`src/rtl/rr_lock_arb.sv`:
```
// Round-robin arbiter with a registered one-hot grant and per-requester transfer locking.
// A requester keeps the grant until its last beat is accepted, it withdraws its request,
// or (optionally) a lock timeout fires. After any of these the grant rotates to the next
// requester with no idle cycle in between.
// Optional feature: define RR_ARB_TIMEOUT_EN to enable the forced-release lock timeout.
module rr_lock_arb #(
  parameter int REQCNT   = 5,
  parameter int REQWIDTH = (REQCNT > 1) ? $clog2(REQCNT) : 1,
  parameter int TIMEOUT  = 16
) (
  input  logic                clk_i,
  input  logic                rst_n_i,
  input  logic [REQCNT-1:0]   req_i,
  input  logic [REQCNT-1:0]   last_i,
  input  logic                ready_i,
  output logic [REQCNT-1:0]   gnt_o,
  output logic [REQWIDTH-1:0] gnt_num_o,
  output logic                gnt_val_o,
  output logic                timeout_o
);

  typedef enum logic [0:0] {IDLE = 1'b0, LOCK = 1'b1} state_t;

  state_t              state_r, state_s;
  logic [REQCNT-1:0]   gnt_r, gnt_s;
  logic [REQWIDTH-1:0] gnt_num_r, gnt_num_s;
  logic                gnt_val_r, gnt_val_s;
  logic [REQWIDTH-1:0] ptr_r, ptr_s;
  logic                timeout_r, timeout_s;
  logic [REQWIDTH-1:0] ptr_next_s;
  logic [REQWIDTH:0]   pick_s;
  logic                beat_s, rel_last_s, rel_abort_s, rel_to_s, load_s;

  // First requester at or after ptr, wrapping past REQCNT-1; MSB of the result flags a winner.
  function automatic logic [REQWIDTH:0] rr_pick(input logic [REQCNT-1:0] req,
                                                input logic [REQWIDTH-1:0] ptr);
    logic                found;
    logic [REQWIDTH-1:0] win;
    found = 1'b0;
    win   = '0;
    for (int j = REQCNT - 1; j >= 0; j--) begin
      if (req[j] && (j >= int'(ptr))) begin
        found = 1'b1;
        win   = REQWIDTH'(j);
      end
    end
    if (!found) begin
      for (int j = REQCNT - 1; j >= 0; j--) begin
        if (req[j]) begin
          found = 1'b1;
          win   = REQWIDTH'(j);
        end
      end
    end
    return {found, win};
  endfunction

  // Expand a requester index into a one-hot grant vector.
  function automatic logic [REQCNT-1:0] onehot(input logic [REQWIDTH-1:0] idx);
    logic [REQCNT-1:0] v;
    for (int j = 0; j < REQCNT; j++) begin
      v[j] = (j == int'(idx));
    end
    return v;
  endfunction

`ifdef RR_ARB_TIMEOUT_EN
  localparam int CNTW = $clog2(TIMEOUT) + 1;
  logic [CNTW-1:0] cnt_r;

  // Lock-age counter: restarts on each grant load or accepted beat, ages while locked.
  always_ff @(posedge clk_i or negedge rst_n_i) begin
    if (!rst_n_i) begin
      cnt_r <= '0;
    end else if (load_s || beat_s) begin
      cnt_r <= '0;
    end else if (state_r == LOCK) begin
      cnt_r <= cnt_r + CNTW'(1);
    end else begin
      cnt_r <= cnt_r;
    end
  end

  // A lock that reaches its limit without a beat is forced to release.
  always_comb begin
    rel_to_s = (state_r == LOCK) && !beat_s && (cnt_r == CNTW'(TIMEOUT - 1));
  end
`else
  logic unused_timeout_s;
  assign unused_timeout_s = (TIMEOUT < 2);

  // Without the timeout feature a lock is never forced open.
  always_comb begin
    rel_to_s = 1'b0;
  end
`endif

  // Release causes of the current holder; other requesters' last/req are irrelevant here.
  always_comb begin
    beat_s      = gnt_val_r & ready_i;
    rel_last_s  = beat_s & last_i[gnt_num_r];
    rel_abort_s = gnt_val_r & ~req_i[gnt_num_r];
    ptr_next_s  = (gnt_num_r == REQWIDTH'(REQCNT - 1)) ? '0 : (gnt_num_r + REQWIDTH'(1));
  end

  // Next-state logic: arbitrate from IDLE, hold or rotate the lock on release.
  always_comb begin
    state_s   = state_r;
    gnt_s     = gnt_r;
    gnt_num_s = gnt_num_r;
    gnt_val_s = gnt_val_r;
    ptr_s     = ptr_r;
    timeout_s = 1'b0;
    load_s    = 1'b0;
    pick_s    = '0;
    case (state_r)
      IDLE: begin
        pick_s = rr_pick(req_i, ptr_r);
        if (pick_s[REQWIDTH]) begin
          load_s    = 1'b1;
          state_s   = LOCK;
          gnt_s     = onehot(pick_s[REQWIDTH-1:0]);
          gnt_num_s = pick_s[REQWIDTH-1:0];
          gnt_val_s = 1'b1;
        end else begin
          state_s   = IDLE;
          gnt_s     = '0;
          gnt_num_s = '0;
          gnt_val_s = 1'b0;
        end
      end
      LOCK: begin
        if (rel_last_s || rel_abort_s || rel_to_s) begin
          // An aborting holder has req low, so it drops out of the search naturally.
          ptr_s     = ptr_next_s;
          timeout_s = rel_to_s & ~rel_last_s;
          pick_s    = rr_pick(req_i, ptr_next_s);
          if (pick_s[REQWIDTH]) begin
            load_s    = 1'b1;
            state_s   = LOCK;
            gnt_s     = onehot(pick_s[REQWIDTH-1:0]);
            gnt_num_s = pick_s[REQWIDTH-1:0];
            gnt_val_s = 1'b1;
          end else begin
            state_s   = IDLE;
            gnt_s     = '0;
            gnt_num_s = '0;
            gnt_val_s = 1'b0;
          end
        end else begin
          state_s = LOCK;
        end
      end
      default: begin
        state_s   = IDLE;
        gnt_s     = '0;
        gnt_num_s = '0;
        gnt_val_s = 1'b0;
      end
    endcase
  end

  // State, pointer and registered outputs; reset drops any grant immediately.
  always_ff @(posedge clk_i or negedge rst_n_i) begin
    if (!rst_n_i) begin
      state_r   <= IDLE;
      gnt_r     <= '0;
      gnt_num_r <= '0;
      gnt_val_r <= 1'b0;
      ptr_r     <= '0;
      timeout_r <= 1'b0;
    end else begin
      state_r   <= state_s;
      gnt_r     <= gnt_s;
      gnt_num_r <= gnt_num_s;
      gnt_val_r <= gnt_val_s;
      ptr_r     <= ptr_s;
      timeout_r <= timeout_s;
    end
  end

  assign gnt_o     = gnt_r;
  assign gnt_num_o = gnt_num_r;
  assign gnt_val_o = gnt_val_r;
  assign timeout_o = timeout_r;

endmodule

```
`config.mk`:
```
export PLATFORM = sky130hd
export DESIGN_NAME = rr_lock_arb
export DESIGN_NICKNAME = d
export VERILOG_FILES = /design/src/rtl/rr_lock_arb.sv
export SDC_FILE = /design/constraint.sdc
export NUM_CORES = 1
export LEC_CHECK = 0
export CAP_MARGIN = 20
export CORE_ASPECT_RATIO = 0.5
export CORE_MARGIN = 4
export CORE_UTILIZATION = 40
export DETAILED_ROUTE_END_ITERATION = 7
export SKIP_LAST_GASP = 1
export SLEW_MARGIN = 30
export SYNTH_ARGS = -nofsm -noshare
export SYNTH_HDL_FRONTEND = slang
export SYNTH_SLANG_ARGS = --single-unit
```
`constraint.sdc`:
```
create_clock -name clk_i -period 3.3 [get_ports clk_i]
set_input_delay 0.495 -clock clk_i [delete_from_list [all_inputs] [get_ports clk_i]]
set_output_delay 0.495 -clock clk_i [all_outputs]
set_load 0.1 [all_outputs]
```
# --- Yosys cells after proc, flatten, opt, wreduce, memory -nomap -nowiden ---
# Cells that the tools add are included.
op_classes:
  add_sub_neg: 1
  order_cmp: 11
  n_eq_ne: 10
  mux: 67
  bitwise_logic: 5
  n_reduce_logical: 14
ops:
  columns: ["cell", "n"]
  rows:
  - ["two-way mux 3 bit", 29]
  - ["two-way mux 1 bit", 29]
  - ["equality test 3 bit, first input constant", 6]
  - ["two-way mux 5 bit", 3]
  - ["greater-or-equal comparator 1 x 3 -> 1 bit, first input constant", 4]
  - ["greater-or-equal comparator 2 x 3 -> 1 bit, first input constant", 4]
  - ["logical AND 1 bit", 10]
  - ["case mux 5 bit (2 select lines)", 1]
  - ["binary-select mux 1 bit (select 3 bit)", 2]
  - ["equality test 2 x 3 -> 1 bit, first input constant", 2]
  - ["greater-or-equal comparator 3 bit, first input constant", 2]
  - ["logical NOT 3 bit", 2]
  - ["case mux 3 bit (2 select lines)", 1]
  - ["< comparator 3 x 4 -> 1 bit, second input constant", 1]
  - ["case mux 1 bit (2 select lines)", 2]
  - ["adder 3 x 1 -> 3 bit, second input constant", 1]
  - ["bitwise AND 1 bit", 3]
  - ["equality test 3 bit, second input constant", 1]
  - ["inequality test 2 x 1 -> 1 bit, second input constant", 1]
  - ["NOT 1 bit", 2]
  - ["AND reduction 2 bit", 1]
  - ["logical OR 1 bit", 1]
word_totals:
  ff_bits: 13
  inputBits: 13
  output_inout_bits: 10
  wordCells: 113

# --- Longest topological paths before layout ---
depth:
  word_depth: 21
  depth_mapped: 8
  ltp_nobuf: 8

# --- Least setup slack after synthesis ---
# Ideal clock, no wire load.
synth_path:
  path_kind: "flip-flop to flip-flop"
  startpoint: "register gnt_num_r[0], in the netlist gnt_num_o[0]"
  endpoint: "register gnt_r[2], in the netlist gnt_o[2]"
  arrival_ns: 2.913
  t_required_ns: 3.214
  path_slack_ns: 0.302
  path_stages_with_launch: 9
  path_buffers: 0
  synth_period_minus_slack_ns: 2.998
  path_cell_list: "dfrtp_1 -> inv_1 -> ha_1 -> and4b_1 -> a41oi_2 -> a21bo_1 -> or4b_4 -> nand2b_4 -> o221ai_2"
synth_between:
  elab_chain_len: 21
  word_cells_on_any_way: 49
  cone_classes: "1 x add/sub; 5 x order compare; 3 x eq/ne; 31 x mux; 3 x bitwise; 6 x reduce/logical"
synth_lines:
  columns: ["item", "line_no", "rtl"]
  rows:
  - ["start: declaration", "26", "logic [REQWIDTH-1:0] gnt_num_r, gnt_num_s;"]
  - ["start signal: assignment", "175", "gnt_num_r <= gnt_num_s;"]
  - ["adder 3 x 1 -> 3 bit or equality test 3 bit (tied branches)", "103", "ptr_next_s = (gnt_num_r == REQWIDTH'(REQCNT - 1)) ? '0 : (gnt_num_r + REQWIDTH'(1));"]
  - ["two-way mux 3 bit (*)", "103", null]
  - ["net ptr_next_s[1]", "30", "logic [REQWIDTH-1:0] ptr_next_s;"]
  - ["greater-or-equal comparator 3 bit", "42", "if (req[j] && (j >= int'(ptr))) begin"]
  - ["logical AND 1 bit", "42", null]
  - ["two-way mux 3 bit (5 in series)", "42", null]
  - ["two-way mux 3 bit (5 in series)", "49", "if (req[j]) begin"]
  - ["two-way mux 3 bit", "47", "if (!found) begin"]
  - ["two-way mux 3 bit", "133", "if (rel_last_s || rel_abort_s || rel_to_s) begin"]
  - ["two-way mux 3 bit", "116", "case (state_r)"]
  - ["equality test 3 bit", "62", "v[j] = (j == int'(idx));"]
  - ["two-way mux 5 bit (*)", "138", "if (pick_s[REQWIDTH]) begin"]
  - ["two-way mux 5 bit (*)", "133", null]
  - ["case mux 5 bit (2 select lines) (*)", "116", null]
  - ["end signal: assignment", "174", "gnt_r <= gnt_s;"]
  - ["end: declaration", "25", "logic [REQCNT-1:0] gnt_r, gnt_s;"]
# Mark *: on every way through the listed nets, which the timed path passes. The rest lies on a longest branch. The select of a mux whose other input is x is not followed.
# A chain may end at the register's enable or synchronous reset.

# --- Worst setup path in the final report ---
# Ends and elaborated chain as after synthesis.

==> results.json <==
{
  "status": "complete, no violations",
  "antenna_found_initial": 0,
  "relSlewSlack_pct": 35.2,
  "p_per_area_nw_per_um2": 1060,
  "holdWs_ps": 551,
  "cts.htree.levels": 1,
  "tns_ps": 0,
  "track_usage_pct": 15.9,
  "antenna_cells": 0,
  "vias": 1100,
  "yosysTopAreaCellShare_pct": 27.5,
  "max_cap_viol_count": 0,
  "syn_inst": 137,
  "hold_path_end": "gnt_o[4]",
  "synth_top_area_cell": "dfrtp_1",
  "yosys-top-cells-area": "dfrtp_1, nand2b_1, inv_1",
  "period_share_pct": 78.6,
  "rsz0062_at_grt": "false",
  "finalHoldViolCount": 0,
  "drt_iter0_markers": 127,
  "synth_nets": 153,
  "numPortBuffers": 21,
  "synth_edf_count": 0,
  "grt_pass1_vias": 942,
  "syn_area_per_cell_um2": 8.62,
  "dp.final_hpwl_um": 2260,
  "drt_wl_total_um": 2860,
  "die-area_um2": 3940,
  "critPathLaunch": "gnt_num_o[0]",
  "maxSlewViolCount": 0,
  "worstSetupPathType": "reg -> reg",
  "io_pins": 23,
  "cp_max_fo": 9,
  "cts_inserted_buffers": 3,
  "core_um2": 2700,
  "cp.arrival_ps": 2750,
  "synthTopCellsByCount": "dfrtp_1, inv_1, nor2_1",
  "setup_violations": 0,
  "path_clk_slew_ps": 50,
  "areaGrowthSynthToFinish_pct": 21.2,
  "rr_worst_depth": 8,
  "synth.most_common_cell": "dfrtp_1",
  "leakagePower_nw": 0.602,
  "vdd_ir_drop_max_uv": 593,
  "die_x_um": 84.9,
  "die_height_um": 46.4,
  "cts_root_buf": "clkbuf_8",
  "rows": 13,
  "synth_sequential_area_ratio_pct": 27.5,
  "worstHoldStart": "gnt_o[4]",
  "synth_flop_cell": "dfrtp_1",
  "hold_class": "reg -> reg",
  "dr.pass1.iters": 4,
  "hold_depth": 2,
  "tightest_slew_ps": 969,
  "wl_per_cell_um": 15.0,
  "grt_pass1_wl_um": 4730,
  "endpoint_kind": "flip-flop",
  "drtAntennaViolNets": 0,
  "grt-ovfl-total": 0,
  "finalInstanceArea_um2": 1430,
  "gp_congestion": 0.907,
  "ff2ff_setup_slack_ps": 700,
  "cts.sinks": 13,
  "worstPathRequired_ps": 3460,
  "drive_gt1_share_pct": 13.0,
  "min_period_ps": 2600,
  "ctsHoldBuffers": 0,
  "nets": 171,
  "synthesis.area_um2": 1180,
  "ys_types": 53,
  "yosys_warnings": 0,
  "vias_per_cell": 5.76,
  "rr_endpoint": "gnt_o[2]",
  "grt_max_degree": 14,
  "start_util_pct": 43.7,
  "drc": 0,
  "fmax_mhz": 385,
  "critPathLaunchType": "flip-flop",
  "async_flop_share_pct": 100,
  "clock_path_buffers": 2,
  "cts_tree": "yes",
  "post_cts_buffers": 0,
  "cts_resized": 0,
  "ys_ff_latch": 13,
  "reg2reg_from": "gnt_num_o[0]",
  "clock_latency_ps": 240,
  "fin_skew_ps": 0.492,
  "placed_area_um2": 1390
}
critical path, stage by stage, from the launching register on:
cell and delay, ps:
dfrtp_1 540, inv_1 110, ha_1 360, and4b_1 220, a41oi_2 250, a21bo_1 250
or4b_4 490, nand2b_4 160, o221ai_2 120
placed cells by master (no fill, tap or decap), types with 2 or more instances in the layout:
master           netlist  final
clkbuf_8               0      3
a21boi_0               4      4
clkdlybuf4s50_1        0     19
o21a_1                 2      2
nand2b_1               8      8
o21ai_1                2      2
a22oi_1                2      2
o22ai_1                2      2
inv_1                 12     12
nor2b_1                6      6
o21ai_0                8      8
o31ai_1                3      3
nor2_1                10     10
buf_4                  2      2
ha_1                   3      3
a21o_1                 2      2
dfrtp_1               13     13
a21oi_1                8      8
o22a_1                 3      3
nand2_1                9      9
layer usage:
metal  track usage [%]  vias up  routed length [um]
met1              25.3      525                1520
met3              4.46        4                 227
met4              4.73        0                  34
li1                  -      531                   -
met5                 0        -                   0
met2              19.4       40                1080
worst max path at each step:
stage               slack [ps]  endpoint  depth (start not counted)
CTS                        710  gnt_o[2]                          8
detailed placement         500  gnt_o[3]                          7
global route               520  gnt_o[2]                          8
global placement           510  gnt_o[3]                          7
finish                     700  gnt_o[2]                          8
floorplan                  300  gnt_o[2]                          8
state kept, by name (all words and copies together) (netlist names):
register,cells
gnt_o,5
gnt_num_o,3
ptr_r,3
gnt_val_o,1
state_r,1
logic make-up after synthesis:
family | after synthesis | share of synthesized area [%]
buffers and inverters | 20 | 7.84
adders and majority gates | 3 | 3.18
DFF | 13 | 27.5
muxes | 3 | 3.71
xor gates and xnor gates | 1 | 0.742
and+or+nand+nor | 46 | 24.4
AOI/OAI and AO/OA | 50 | 32.3
other | 1 | 0.317
stage by stage:
| step | setup WS, ps | total power, mW | utilization [%] | std cells |
|---|---|---|---|---|
| 6_report | 705 | 1.52 | 53.0 | 191 |
| 5_1_grt | 517 | 1.63 | 53.0 | 191 |
| 4_1_cts | 706 | 1.52 | 53.0 | 191 |
| 3_5_place_dp | 497 | 1.37 | 51.3 | 187 |
| 3_3_place_gp | 505 | 1.37 | 51.3 | 187 |
| 2_1_floorplan | 302 | 1.17 | - | 137 |
final cells by class:
cell class                 count  area, um2
clock buffer                   3       41.3
clock inverter                 1       5.00
fill                         257       1270
inverter                      12       45.0
multi-input combinational    104        763
sequential                    13        325
tap                           37       46.3
timing repair buffer          21        205
power breakdown:
part | internal (mW) | switching (mW)
logic | 0.375 | 0.707
clock network | 0.0833 | 0.0568
registers | 0.222 | 0.0726
total | 0.680 | 0.836
Note: power is estimated with default switching activity, not from simulation.
